**config.mk**
```make
export PLATFORM = sky130hd
export DESIGN_NAME = bf16_convert_pipe
export DESIGN_NICKNAME = d
export VERILOG_FILES = /design/src/rtl/bf16_pkg.sv /design/src/rtl/bf16_lane_cvt.sv /design/src/rtl/bf16_convert_pipe.sv
export SDC_FILE = /design/constraint.sdc
export NUM_CORES = 1
export LEC_CHECK = 0
export ABC_AREA = 1
export ABC_CLOCK_PERIOD_IN_PS = 6700
export CAP_MARGIN = 30
export CORE_ASPECT_RATIO = 1.75
export CORE_MARGIN = 2
export CORE_UTILIZATION = 25
export DETAILED_ROUTE_END_ITERATION = 12
export HOLD_SLACK_MARGIN = 0.03
export PLACE_DENSITY_LB_ADDON = 0.05
export SLEW_MARGIN = 40
export SYNTH_ARGS = -nofsm -noshare
export SYNTH_HDL_FRONTEND = slang
export SYNTH_HIERARCHICAL = 1
export SYNTH_SLANG_ARGS = --single-unit
```
**constraint.sdc**
```tcl
create_clock -name clk -period 6.7 [get_ports clk]
set_input_delay 1.34 -clock clk [delete_from_list [all_inputs] [get_ports clk]]
set_output_delay 1.34 -clock clk [all_outputs]
set_load 0.03 [all_outputs]
```
**src/rtl/bf16_pkg.sv**
```systemverilog
// Shared encodings and constants for the FP32/BF16 conversion datapath.
package bf16_pkg;

    typedef logic [3:0] fflags_t;

    localparam logic OP_BF16_TO_FP32 = 1'b0;
    localparam logic OP_FP32_TO_BF16 = 1'b1;

    localparam logic RND_RNE = 1'b0;
    localparam logic RND_RTZ = 1'b1;

    localparam int unsigned FLAG_NV = 3;
    localparam int unsigned FLAG_OF = 2;
    localparam int unsigned FLAG_UF = 1;
    localparam int unsigned FLAG_NX = 0;

    localparam logic [15:0] QNAN_BF16 = 16'h7FC0;
    localparam logic [7:0]  EXP_MAX   = 8'hFF;

endpackage

```
**src/rtl/bf16_lane_cvt.sv**
```systemverilog
// Combinational single-lane FP32<->BF16 converter with IEEE exception flags.
module bf16_lane_cvt
    import bf16_pkg::*;
(
    input  logic        op_i,
    input  logic        rnd_i,
    input  logic [31:0] operand_i,
    output logic [31:0] result_o,
    output fflags_t     flags_o
);

    logic [7:0]  exp32;
    logic [22:0] man32;
    logic [15:0] bf_in;
    logic        nx;
    logic        rne_carry;
    logic [15:0] bf_rnd;

    assign exp32 = operand_i[30:23];
    assign man32 = operand_i[22:0];
    assign bf_in = operand_i[15:0];
    assign nx    = |operand_i[15:0];

    // Adding 0x7FFF + lsb to the word carries into the upper half exactly when low + lsb > 0x8000.
    assign rne_carry = ({1'b0, operand_i[15:0]} + {16'b0, operand_i[16]}) > 17'h08000;
    assign bf_rnd    = (rnd_i == RND_RNE) ? operand_i[31:16] + {15'b0, rne_carry}
                                          : operand_i[31:16];

    always_comb begin
        result_o = '0;
        flags_o  = '0;
        if (op_i == OP_FP32_TO_BF16) begin
            if (exp32 == EXP_MAX && man32 != '0) begin
                result_o[15:0]   = QNAN_BF16;
                flags_o[FLAG_NV] = ~man32[22];
            end else if (exp32 == EXP_MAX || operand_i[30:0] == '0) begin
                result_o[15:0] = operand_i[31:16];
            end else begin
                result_o[15:0]   = bf_rnd;
                flags_o[FLAG_NX] = nx;
                flags_o[FLAG_OF] = (bf_rnd[14:7] == EXP_MAX);
                flags_o[FLAG_UF] = (bf_rnd[14:7] == 8'h00) && nx;
            end
        end else begin
            if (bf_in[14:7] == EXP_MAX && bf_in[6:0] != '0 && !bf_in[6]) begin
                result_o         = {bf_in | 16'h0040, 16'h0000};
                flags_o[FLAG_NV] = 1'b1;
            end else begin
                result_o = {bf_in, 16'h0000};
            end
        end
    end

endmodule

```
**src/rtl/bf16_convert_pipe.sv**
```systemverilog
// Multi-lane pipelined FP32<->BF16 converter with valid/ready flow control and sticky flags.
module bf16_convert_pipe
    import bf16_pkg::*;
#(
    parameter int unsigned LANES       = 2,
    parameter int unsigned PIPE_STAGES = 2
) (
    input  logic                  clk,
    input  logic                  reset,
    input  logic                  in_valid,
    output logic                  in_ready,
    input  logic                  op,
    input  logic                  rnd,
    input  logic [32*LANES-1:0]   operand,
    output logic                  out_valid,
    input  logic                  out_ready,
    output logic [32*LANES-1:0]   result,
    output logic [3:0]            flags,
    output logic [3:0]            fpcsr,
    input  logic                  clear_flags
);

    localparam int unsigned W = 32 * LANES;

    logic [W-1:0]            cvt_res;
    fflags_t [LANES-1:0]     lane_flags;
    fflags_t                 cvt_flags;

    logic [PIPE_STAGES-1:0]  valid_q;
    logic [W-1:0]            data_q [PIPE_STAGES];
    fflags_t                 flag_q [PIPE_STAGES];
    fflags_t                 fpcsr_q;
    logic [PIPE_STAGES-1:0]  adv;
    logic                    deliver;

    for (genvar i = 0; i < LANES; i++) begin : g_lane
        bf16_lane_cvt u_lane (
            .op_i      (op),
            .rnd_i     (rnd),
            .operand_i (operand[32*i +: 32]),
            .result_o  (cvt_res[32*i +: 32]),
            .flags_o   (lane_flags[i])
        );
    end

    always_comb begin
        cvt_flags = '0;
        for (int unsigned i = 0; i < LANES; i++) begin
            cvt_flags = cvt_flags | lane_flags[i];
        end
    end

    // Ready ripples back from the output: a stage may load if it is empty or its successor moves.
    always_comb begin
        logic chain;
        adv   = '0;
        chain = out_ready || !valid_q[PIPE_STAGES-1];
        adv[PIPE_STAGES-1] = chain;
        for (int k = int'(PIPE_STAGES) - 2; k >= 0; k--) begin
            chain  = !valid_q[k] || chain;
            adv[k] = chain;
        end
    end

    assign deliver = valid_q[PIPE_STAGES-1] && out_ready;

    always_ff @(posedge clk or posedge reset) begin
        if (reset) begin
            valid_q <= '0;
            fpcsr_q <= '0;
            for (int unsigned k = 0; k < PIPE_STAGES; k++) begin
                data_q[k] <= '0;
                flag_q[k] <= '0;
            end
        end else begin
            if (adv[0]) begin
                valid_q[0] <= in_valid;
                if (in_valid) begin
                    data_q[0] <= cvt_res;
                    flag_q[0] <= cvt_flags;
                end
            end
            for (int unsigned k = 1; k < PIPE_STAGES; k++) begin
                if (adv[k]) begin
                    valid_q[k] <= valid_q[k-1];
                    if (valid_q[k-1]) begin
                        data_q[k] <= data_q[k-1];
                        flag_q[k] <= flag_q[k-1];
                    end
                end
            end
            if (deliver) begin
                fpcsr_q <= (clear_flags ? '0 : fpcsr_q) | flag_q[PIPE_STAGES-1];
            end else if (clear_flags) begin
                fpcsr_q <= '0;
            end
        end
    end

    assign in_ready  = adv[0];
    assign out_valid = valid_q[PIPE_STAGES-1];
    assign result    = data_q[PIPE_STAGES-1];
    assign flags     = flag_q[PIPE_STAGES-1];
    assign fpcsr     = fpcsr_q;

endmodule

```
== Yosys cells after proc, flatten, opt, wreduce, memory -nomap -nowiden ==
Cells that the tools add are included.
Operators by class
  $mul: 0
  muxes and demuxes: 26
  reductions and logical operators: 29
  divide/modulo/power cells: 0
  $add $sub $neg: 4
  $lt $le $gt $ge: 2
  eq/ne operators: 6
  bitwise gates (word level): 4
  shifts and indexed selects: 0
Operators with widths (number)
  $mux W16: 10
  $logic_not A31 Y1: 2
  $eq A8 B8 Y1 const B: 6
  $mux W23: 2
  $reduce_bool A23 Y1: 2
  $add A16 B1 Y17: 2
  $gt A17 B16 Y1 const B: 2
  $add A16 B1 Y16: 2
  $reduce_or A16 Y1: 2
  $mux W3: 6
  $logic_not A8 Y1: 2
  $reduce_bool A7 Y1: 2
  $logic_and A1 B1 Y1: 9
  $mux W4: 2
  $or A4 B4 Y4: 2
  $mux W1: 6
  $logic_not A1 Y1: 4
  $logic_or A1 B1 Y1: 4
  $reduce_and A2 Y1: 2
  $not A1 Y1: 2
Storage, ports and cells
  input bits: 71
  bits in writable memories: 0
  register bits: 142
  output and inout port bits: 74
  ROM bits: 0
  memories: 0
  bits in latches: 0

== Longest topological paths before layout ==
Gate-level depths: netlist (run 1).
  depth in word-level cells: 10
  gate-level depth with buffers: 30

== By module ==
The synthesis (run 1) kept the hierarchy.
Modules (own cells, without submodules)
  bf16_convert_pipe: sequential area each 3553.4 µm², area each 6162.2 µm², times used 1, cells an instance 695
  bf16_lane_cvt: sequential area each 0.0 µm², area each 1467.7 µm², times used 2, cells an instance 314

== Worst setup path before layout (run 1) ==
No wires, ideal clock.
  path type: input-to-reg
  start point: input operand[0]
  end point: register flag_q[5] (netlist name)
  path buffers: 0
  stages on the path: 29
  setup time: 0.066 ns
  arrival time: 3.808 ns
  setup slack: 2.826 ns
  cell sequence: ha_1 ha_1 nand2_1 nor2_1 nand2_1 nand2_1 nand2_1 nand2_1 inv_1 nand2_1 nor2_1 nand3_1 nand2_1 nand2_1 ha_1 ha_1 inv_1 nor2_1 inv_1 nor2_4 nand3_2 xor2_1 nor2_1 nand2_1 nor2_1 inv_1 nand2_1 nand3_1 nand2_1
RTL lines
  from (decl): RTL line bf16_convert_pipe.sv:14  | input logic [32*LANES-1:0] operand,
  to (signal, indexed assignment): RTL line bf16_convert_pipe.sv:88  | flag_q[k] <= flag_q[k-1];
  to (decl): RTL line bf16_convert_pipe.sv:31  | fflags_t flag_q [PIPE_STAGES];

==> flow_summary.json, run 1 <==
{
  "layout-drive-gt1-share_pct": 6.65,
  "drtIter0Drc": 314,
  "ys_top_cells_by_area": "dfrtp_1 39%, nand2_1 19%, nand3_1 10%, buf_4 5.9%, nor2_1 5.5%",
  "grt_pass1_vias": 8554,
  "critPathMaxFanout": 4,
  "synth_flop_cell": "dfrtp_1",
  "crit_type": "in -> reg",
  "max-cap-violations": 0,
  "cpLargestDelayFamily": "simple AND/OR/NAND/NOR gates",
  "die_height_um": 256,
  "insertedDiodeCount": 0,
  "start_kind": "input pin",
  "final_antenna_net_count": 0,
  "dp_hpwl_um": 22500,
  "synth_seq_cells": 142,
  "min_path_type": "reg -> reg",
  "outcome": "completed",
  "layout.cells.non_filler": 1854,
  "p_leak_nw": 5.55,
  "wl_um": 30500,
  "path_clk_slew_ns": 0.07,
  "max_freq_mhz": 215,
  "tightest_slew_ns": 0.680,
  "yosysWarnings": 6,
  "num_vias": 8253,
  "cts.sink_count": 142,
  "grt_start_max_net_pins": 86,
  "finalCritPeriodShare_pct": 69.3,
  "portBuffers": 144,
  "cts_tree": "yes",
  "ys_seq_area_share_pct": 39.1,
  "row_count": 92,
  "cpMostUsedCell": "nand2_1",
  "viasPerCell": 4.45,
  "grtUsageTotal_pct": 16.8,
  "post_cts_buffers": 0,
  "ys_types": 32,
  "final_max_slew_viol_count": 0,
  "syn-cell-area_mm2": 0.00910,
  "end_kind": "register",
  "cpPeakStageDelay_ns": 0.56,
  "dieArea_mm2": 0.0380,
  "post-route-drc-count": 0,
  "rsz0062_at_grt": "no",
  "firstDrtPassIters": 4,
  "area_growth_syn_to_layout_pct": 20.6,
  "grt_pass1_wl_um": 49000,
  "yosys-top-cells-count": "454 x nand2_1, 188 x nand3_1, 142 x dfrtp_1",
  "grt.overflow.total": 0,
  "hold_viol": 0,
  "syn_nets": 1404,
  "synth_edf_count": 0,
  "yosysTopAreaCell": "dfrtp_1",
  "fp.coreArea_mm2": 0.0359,
  "start_util_pct": 25.3,
  "synth_top_area_share_pct": 39.1,
  "wire_per_inst_um": 16.4,
  "worstPathRequired_ns": 7.09,
  "hold_buffers": 0,
  "pin_count": 145,
  "cts_resized": 0,
  "antenna_found_initial": 5,
  "clockBufferDepth": 2,
  "routabilityCongestion": 0.866,
  "min_period_ns": 4.64,
  "fp.dieW_um": 148,
  "powerDensity_mw_per_mm2": 257,
  "syn_area_per_cell_um2": 6.88,
  "fillCellCount": 4022,
  "clock_latency_ns": 0.45,
  "peakVddDrop_mv": 0.159,
  "synthCells": 1323,
  "fin_setup_tns_ns": 0,
  "cpMaxStageDelayCell": "clkdlybuf4s50_1",
  "htreeDepth": 4,
  "root_buffer": "clkbuf_16",
  "critical_path_arrival_ns": 5.03,
  "fin_skew_ns": 0.00851,
  "nNetsFinal": 1452,
  "dp_cells": 1821,
  "critical_path_buf_inv_count": 3,
  "cts_buffers": 17,
  "yosysMostFrequentCell": "nand2_1",
  "slew_headroom_pct": 54.7,
  "async_reset_ff_share_pct": 100,
  "setup_viol": 0
}
-- per-layer routing --
layer | share of wire [%] | global-route usage (%) | vias up
met5 | 0.22 | 0 | -
met4 | 1.9 | 4.84 | 10
met3 | 3.5 | 3.58 | 37
li1 | - | - | 4221
met1 | 38 | 17.7 | 3847
met2 | 57 | 32.7 | 138
-- state kept, by name (all words and copies together) (netlist names) --
name,flops
data_q,64
result,64
flag_q,4
flags,4
fpcsr,4
valid_q,2
-- metrics by stage --
step                      hold slack, ns  util (%)  setup WS, ns  total power, W  area (um^2)
after floorplan                    0.443         -          1.55         0.00171         9100
after global placement             0.454      28.9          1.57         0.00196        10400
after detailed placement           0.458      29.0          1.57         0.00196        10400
after CTS                          0.475      30.5          2.03         0.00288        10900
after global routing               0.490      30.5          1.66         0.00300        11000
final                              0.468      30.5          2.06         0.00282        11000
-- worst register-to-register path: cells and delay by family, from the launching register on --
| kind | cells | cell delay [ns] |
|---|---|---|
| DFF | 1 | 0.56 |
| buffers and inverters | 1 | 0.46 |
| and+or+nand+nor | 4 | 1.08 |
-- placed cells by master (no fill, tap or decap), types with 3 or more instances in the layout --
master	instances
inv_2	15
nand4_1	24
clkinvlp_4	3
nand2_2	8
nand3_2	6
clkinv_4	6
nor2_1	134
nor4_1	6
o21ai_0	32
nor3_2	4
clkdlybuf4s50_1	143
inv_1	108
nand2_1	454
nor3_1	12
dfrtp_1	141
buf_4	5
nand3_1	188
clkbuf_16	17
clkinv_2	3
ha_1	10
inv_6	3
xor2_1	10
nor2_4	4
a21oi_1	22
-- where the power goes --
group,internal (W),switching (W)
clock,0.000476,0.000421
sequential,0.000999,0.0000915
combinational,0.000304,0.000532
-- cell families (layout without fill, tap and decap cells) --
| group | after synthesis | after routing | synth area share (%) |
|---|---|---|---|
| AND/OR/NAND/NOR | 854 | 854 | 41.2 |
| buffers and inverters | 247 | 308 | 13.9 |
| flip-flops | 142 | 142 | 39.1 |
| AO/OA/AOI/OAI | 58 | 58 | 3.25 |
| XOR/XNOR | 12 | 12 | 1.16 |
| adder cells (fa/ha/maj) | 10 | 10 | 1.38 |
-- area by class of cell --
cell class / instances / area [um^2] / area share [%]
clock buffers: 17 / 425 / 3.88
clock inverters: 15 / 116 / 1.06
inverters: 124 / 473 / 4.31
multi-input cells: 934 / 4290 / 39.2
flip-flops and latches: 142 / 3550 / 32.4
well taps: 470 / 588 / 5.36
repair buffers: 152 / 1520 / 13.8
-- path summary, 6_finish.rpt --
check	start	end	slack [ns]	cells after the start
max in group asynchronous	reset	result[30]	4.34	3
max reg2reg	valid_q[1]	result[62]	4.55	5
min	result[56]	result[56]	0.47	2
min reg2reg	result[56]	result[56]	0.47	2
min in group asynchronous	reset	fpcsr[2]	1.36	2
max	operand[48]	flag_q[5]	2.06	26
Note: power is estimated with default switching activity, not from simulation.
==> run 2: changes to the inputs <==
ABC_CLOCK_PERIOD_IN_PS = 3900   (was 6700)
clock period = 3.9 ns   (was 6.7 ns; I/O delays follow)
==> flow_summary.json, run 2 (synthesis gave the netlist of run 1 again) <==
{
  "outcome": "completed",
  "busiest_layer": "met2",
  "min_path_type": "reg -> reg",
  "grt.overflow.total": 0,
  "rr_endpoint": "data_q[105]",
  "layout_setup_ws_ns": 0.398,
  "post-route-util_pct": 32.7,
  "final_cell_mix": "447 x nand2_1, 188 x nand3_1, 141 x dfrtp_1, 139 x clkdlybuf4s50_1, 123 x nor2_1",
  "row_count": 92,
  "hold_viol": 0,
  "clock_latency_ns": 0.45,
  "htreeDepth": 4,
  "critical_path_arrival_ns": 3.89,
  "r2r_cells": 6,
  "firstDrtPassIters": 4,
  "root_buffer": "clkbuf_16",
  "tightest_slew_ns": 0.751,
  "max_freq_mhz": 286,
  "cts_buffers": 17,
  "start_util_pct": 25.3,
  "drtIter0Drc": 327,
  "path_clk_slew_ns": 0.07,
  "grt_pass1_wl_um": 51200,
  "fin_skew_ns": 0.00841,
  "finalCritPeriodShare_pct": 89.8,
  "wire_per_inst_um": 16.3,
  "clockBufferDepth": 2,
  "grt_use_met3_pct": 3.52,
  "dp_hpwl_um": 24000,
  "dieArea_mm2": 0.0380,
  "grt_start_max_net_pins": 70,
  "worstPathRequired_ns": 4.29,
  "die_height_um": 256,
  "cp-startpoint": "operand[7]",
  "cts.sink_count": 142,
  "antenna_found_initial": 3,
  "r2r_slack_ns": 1.79,
  "mostFrequentLayoutCell": "nand2_1",
  "final_antenna_net_count": 0,
  "end_kind": "register",
  "endpoint": "flag_q[5]",
  "fp.coreArea_mm2": 0.0359,
  "grt_pass1_vias": 9279,
  "insertedDiodeCount": 0,
  "peakVddDrop_mv": 0.282,
  "post_cts_buffers": 0,
  "hold_buffers": 0,
  "powerDensity_mw_per_mm2": 422,
  "fin_setup_tns_ns": 0,
  "use_met1_pct": 17.8,
  "p_leak_nw": 5.98,
  "use_met2_pct": 35.0,
  "min_period_ns": 3.50,
  "setup_viol": 0,
  "pin_count": 145,
  "fin_area_mm2": 0.0118,
  "viasPerCell": 4.43,
  "critPathMaxFanout": 4,
  "cts_tree": "yes",
  "layout-drive-gt1-share_pct": 13.6,
  "start_kind": "input pin",
  "place_ws_ns": -0.527,
  "max-cap-violations": 0,
  "post-route-drc-count": 0,
  "rsz0062_at_grt": "no",
  "num_vias": 8568,
  "slew_headroom_pct": 49.8,
  "grtUsageTotal_pct": 17.5,
  "crit_type": "in -> reg",
  "area_growth_syn_to_layout_pct": 29.3,
  "routabilityCongestion": 0.867,
  "portBuffers": 144,
  "hold_slack_ns": 0.466,
  "r2r-start": "valid_q[1]",
  "wl_um": 31600,
  "nNetsFinal": 1530,
  "place_area_mm2": 0.0111,
  "final_max_slew_viol_count": 0,
  "fp.dieW_um": 148
}
run 2: changes by cell type in the layout (fill, tap and decap cells not counted), moves of 4 or more:
cell,before,now
buf_4,5,79
nor2_1,134,123
nand2_2,8,17
nor2_2,2,10
nand2_1,454,447
ha_1,10,4
clkinv_4,6,1
clkdlybuf4s50_1,143,139
dlymetal6s2s_1,0,4
run 2: per-layer routing:
layer	vias to the layer above	part of all wire (%)
met4	6	1.8
met1	4025	37
met2	121	58
met3	31	3.0
met5	-	0.12
li1	4385	-
run 2: cell type report:
cell class,instances,area [um^2]
Timing Repair Buffer,230,2190
Clock buffer,18,429
Multi-Input combinational cell,934,4400
Clock inverter,14,134
Sequential cell,142,3550
Fill cell,4032,24200
Inverter,124,469
Tap cell,470,588
run 2: critical path: stages:
cell	delay, ns
clkdlybuf4s50_1	0.57
nand2_1	0.14
nor2_1	0.21
nand3_1	0.17
nand2_1	0.12
nand2_1	0.06
inv_1	0.05
nand2_1	0.04
nor2_1	0.08
nand3_1	0.07
nand2_1	0.08
nand2_2	0.08
ha_4	0.18
ha_1	0.19
inv_1	0.05
nor2_1	0.07
nand3_1	0.15
nand2_1	0.07
nand2_1	0.09
nand2_1	0.06
nor2_1	0.10
nand3_1	0.07
nor2_1	0.13
inv_1	0.06
nand2_1	0.06
nand3_1	0.07
nand2_1	0.09
run 2: where the power goes:
part | switching [W] | internal (W) | total [W]
clock network | 0.000702 | 0.000888 | 0.00159
registers | 0.000152 | 0.00172 | 0.00187
logic | 0.000930 | 0.000577 | 0.00151
run 2: worst min-delay path by stage:
stage	start	cells past startpoint	slack, ns	to
final	result[56]	2	0.47	result[56]
after global routing	data_q[89]	2	0.49	data_q[89]
after CTS	result[56]	2	0.47	result[56]
after detailed placement	result[60]	2	0.46	result[60]
after global placement	result[60]	2	0.45	result[60]
after floorplan	data_q[127]	2	0.44	data_q[127]
run 2: what timing repair did:
item | CTS | global route
pin swaps | 0 | 13
gates resized for setup | 1 | 39
setup endpoints to repair | 2 | 19
run 2: metrics by stage:
stage,total power [W],instances
after floorplan,0.00294,1323
after global placement,0.00342,1898
after detailed placement,0.00344,1900
after CTS,0.00507,1932
after global routing,0.00528,1932
final,0.00497,1932
==> run 3: changes to the inputs <==
CAP_MARGIN = 5   (was 30)
SKIP_CTS_REPAIR_TIMING = 1   (was default)
==> flow_summary.json, run 3 (synthesis gave the netlist of run 1 again) <==
{
  "finalCritPeriodShare_pct": 90.0,
  "min_path_type": "reg -> reg",
  "final_cell_mix": "447 x nand2_1, 188 x nand3_1, 141 x dfrtp_1, 139 x clkdlybuf4s50_1, 123 x nor2_1",
  "clockBufferDepth": 2,
  "grt_pass1_vias": 9277,
  "cpMaxStageDelayCell": "clkdlybuf4s50_1",
  "final_max_slew_viol_count": 0,
  "start_util_pct": 25.3,
  "die_height_um": 256,
  "grtUsageTotal_pct": 17.5,
  "post-route-drc-count": 0,
  "cpLargestDelayFamily": "simple AND/OR/NAND/NOR gates",
  "insertedDiodeCount": 0,
  "layout.cells.non_filler": 1932,
  "min_period_ns": 3.51,
  "routabilityCongestion": 0.867,
  "path_clk_slew_ns": 0.07,
  "wire_per_inst_um": 16.3,
  "critical_path_buf_inv_count": 4,
  "cts.sink_count": 142,
  "cts_tree": "yes",
  "end_kind": "register",
  "wl_um": 31600,
  "cpPeakStageDelay_ns": 0.57,
  "layout_setup_ws_ns": 0.390,
  "dieArea_mm2": 0.0380,
  "max_freq_mhz": 285,
  "grt_pass1_wl_um": 51200,
  "antenna_found_initial": 3,
  "fp.dieW_um": 148,
  "viasPerCell": 4.43,
  "mostFrequentLayoutCell": "nand2_1",
  "worstPathRequired_ns": 4.29,
  "fin_area_mm2": 0.0118,
  "portBuffers": 144,
  "grt.overflow.total": 0,
  "root_buffer": "clkbuf_16",
  "htreeDepth": 4,
  "start_kind": "input pin",
  "num_vias": 8560,
  "dp_hpwl_um": 24000,
  "drtIter0Drc": 335,
  "p_leak_nw": 5.98,
  "outcome": "completed",
  "nNetsFinal": 1530,
  "fillCellCount": 4031,
  "final_antenna_net_count": 0,
  "peakVddDrop_mv": 0.282,
  "fin_skew_ns": 0.00840,
  "layout-drive-gt1-share_pct": 13.6,
  "pin_count": 145,
  "place_area_mm2": 0.0111,
  "powerDensity_mw_per_mm2": 422,
  "row_count": 92,
  "slew_headroom_pct": 50.2,
  "crit_type": "in -> reg",
  "clock_latency_ns": 0.45,
  "max-cap-violations": 0,
  "firstDrtPassIters": 4,
  "rsz0062_at_grt": "no",
  "fin_setup_tns_ns": 0,
  "hold_viol": 0,
  "setup_viol": 0,
  "area_growth_syn_to_layout_pct": 29.3,
  "hold_slack_ns": 0.466,
  "critical_path_arrival_ns": 3.90,
  "grt_start_max_net_pins": 70,
  "critPathMaxFanout": 4,
  "cpMostUsedCell": "nand2_1",
  "place_ws_ns": -0.527,
  "cts_buffers": 17,
  "fp.coreArea_mm2": 0.0359,
  "dp_cells": 1900,
  "tightest_slew_ns": 0.746
}
## run 3: cell counts in the layout (fill, tap and decap cells not counted)
Identical to the previous run, type by type.
## run 3: worst paths after layout
kind | startpoint | endpoint | slack, ns | cells past startpoint
worst max-delay path | operand[7] | flag_q[5] | 0.39 | 27
worst min-delay path | result[56] | result[56] | 0.47 | 2
worst max register to register | valid_q[1] | data_q[105] | 1.80 | 6
worst min register to register | result[56] | result[56] | 0.47 | 2
max in group asynchronous | reset | data_q[66] | 2.42 | 5
min in group asynchronous | reset | result[46] | 0.67 | 2
## run 3: worst min-delay path, cell delays in order, from the launching register on
cell     delay (ns)
dfrtp_1        0.34
nand2_1        0.05
nand2_1        0.04
## run 3: metal layers
layer / global-route usage, % / share of wire, % / vias to the layer above
li1: - / - / 4377
met5: 0 / 0.12 / -
met4: 5.11 / 1.8 / 6
met2: 35.0 / 58 / 118
met1: 17.8 / 37 / 4028
met3: 3.52 / 3.1 / 31
## run 3: cell type report
type	instances	area [um^2]	area share [%]
Tap cell	470	588	5.00
Sequential cell	142	3550	30.2
Inverter	124	469	3.99
Timing Repair Buffer	230	2190	18.6
Clock inverter	14	134	1.14
Multi-Input combinational cell	934	4400	37.4
Clock buffer	18	429	3.65
## run 3: where the power goes
group | internal (W) | total [W] | switching [W]
registers | 0.00172 | 0.00187 | 0.000152
clock network | 0.000888 | 0.00159 | 0.000702
logic | 0.000577 | 0.00151 | 0.000930
## run 3: through the flow
stage               power [W]  util (%)
floorplan             0.00294         -
global placement      0.00342      30.6
detailed placement    0.00344      30.8
CTS                   0.00507      32.4
global route          0.00528      32.7
finish                0.00497      32.7
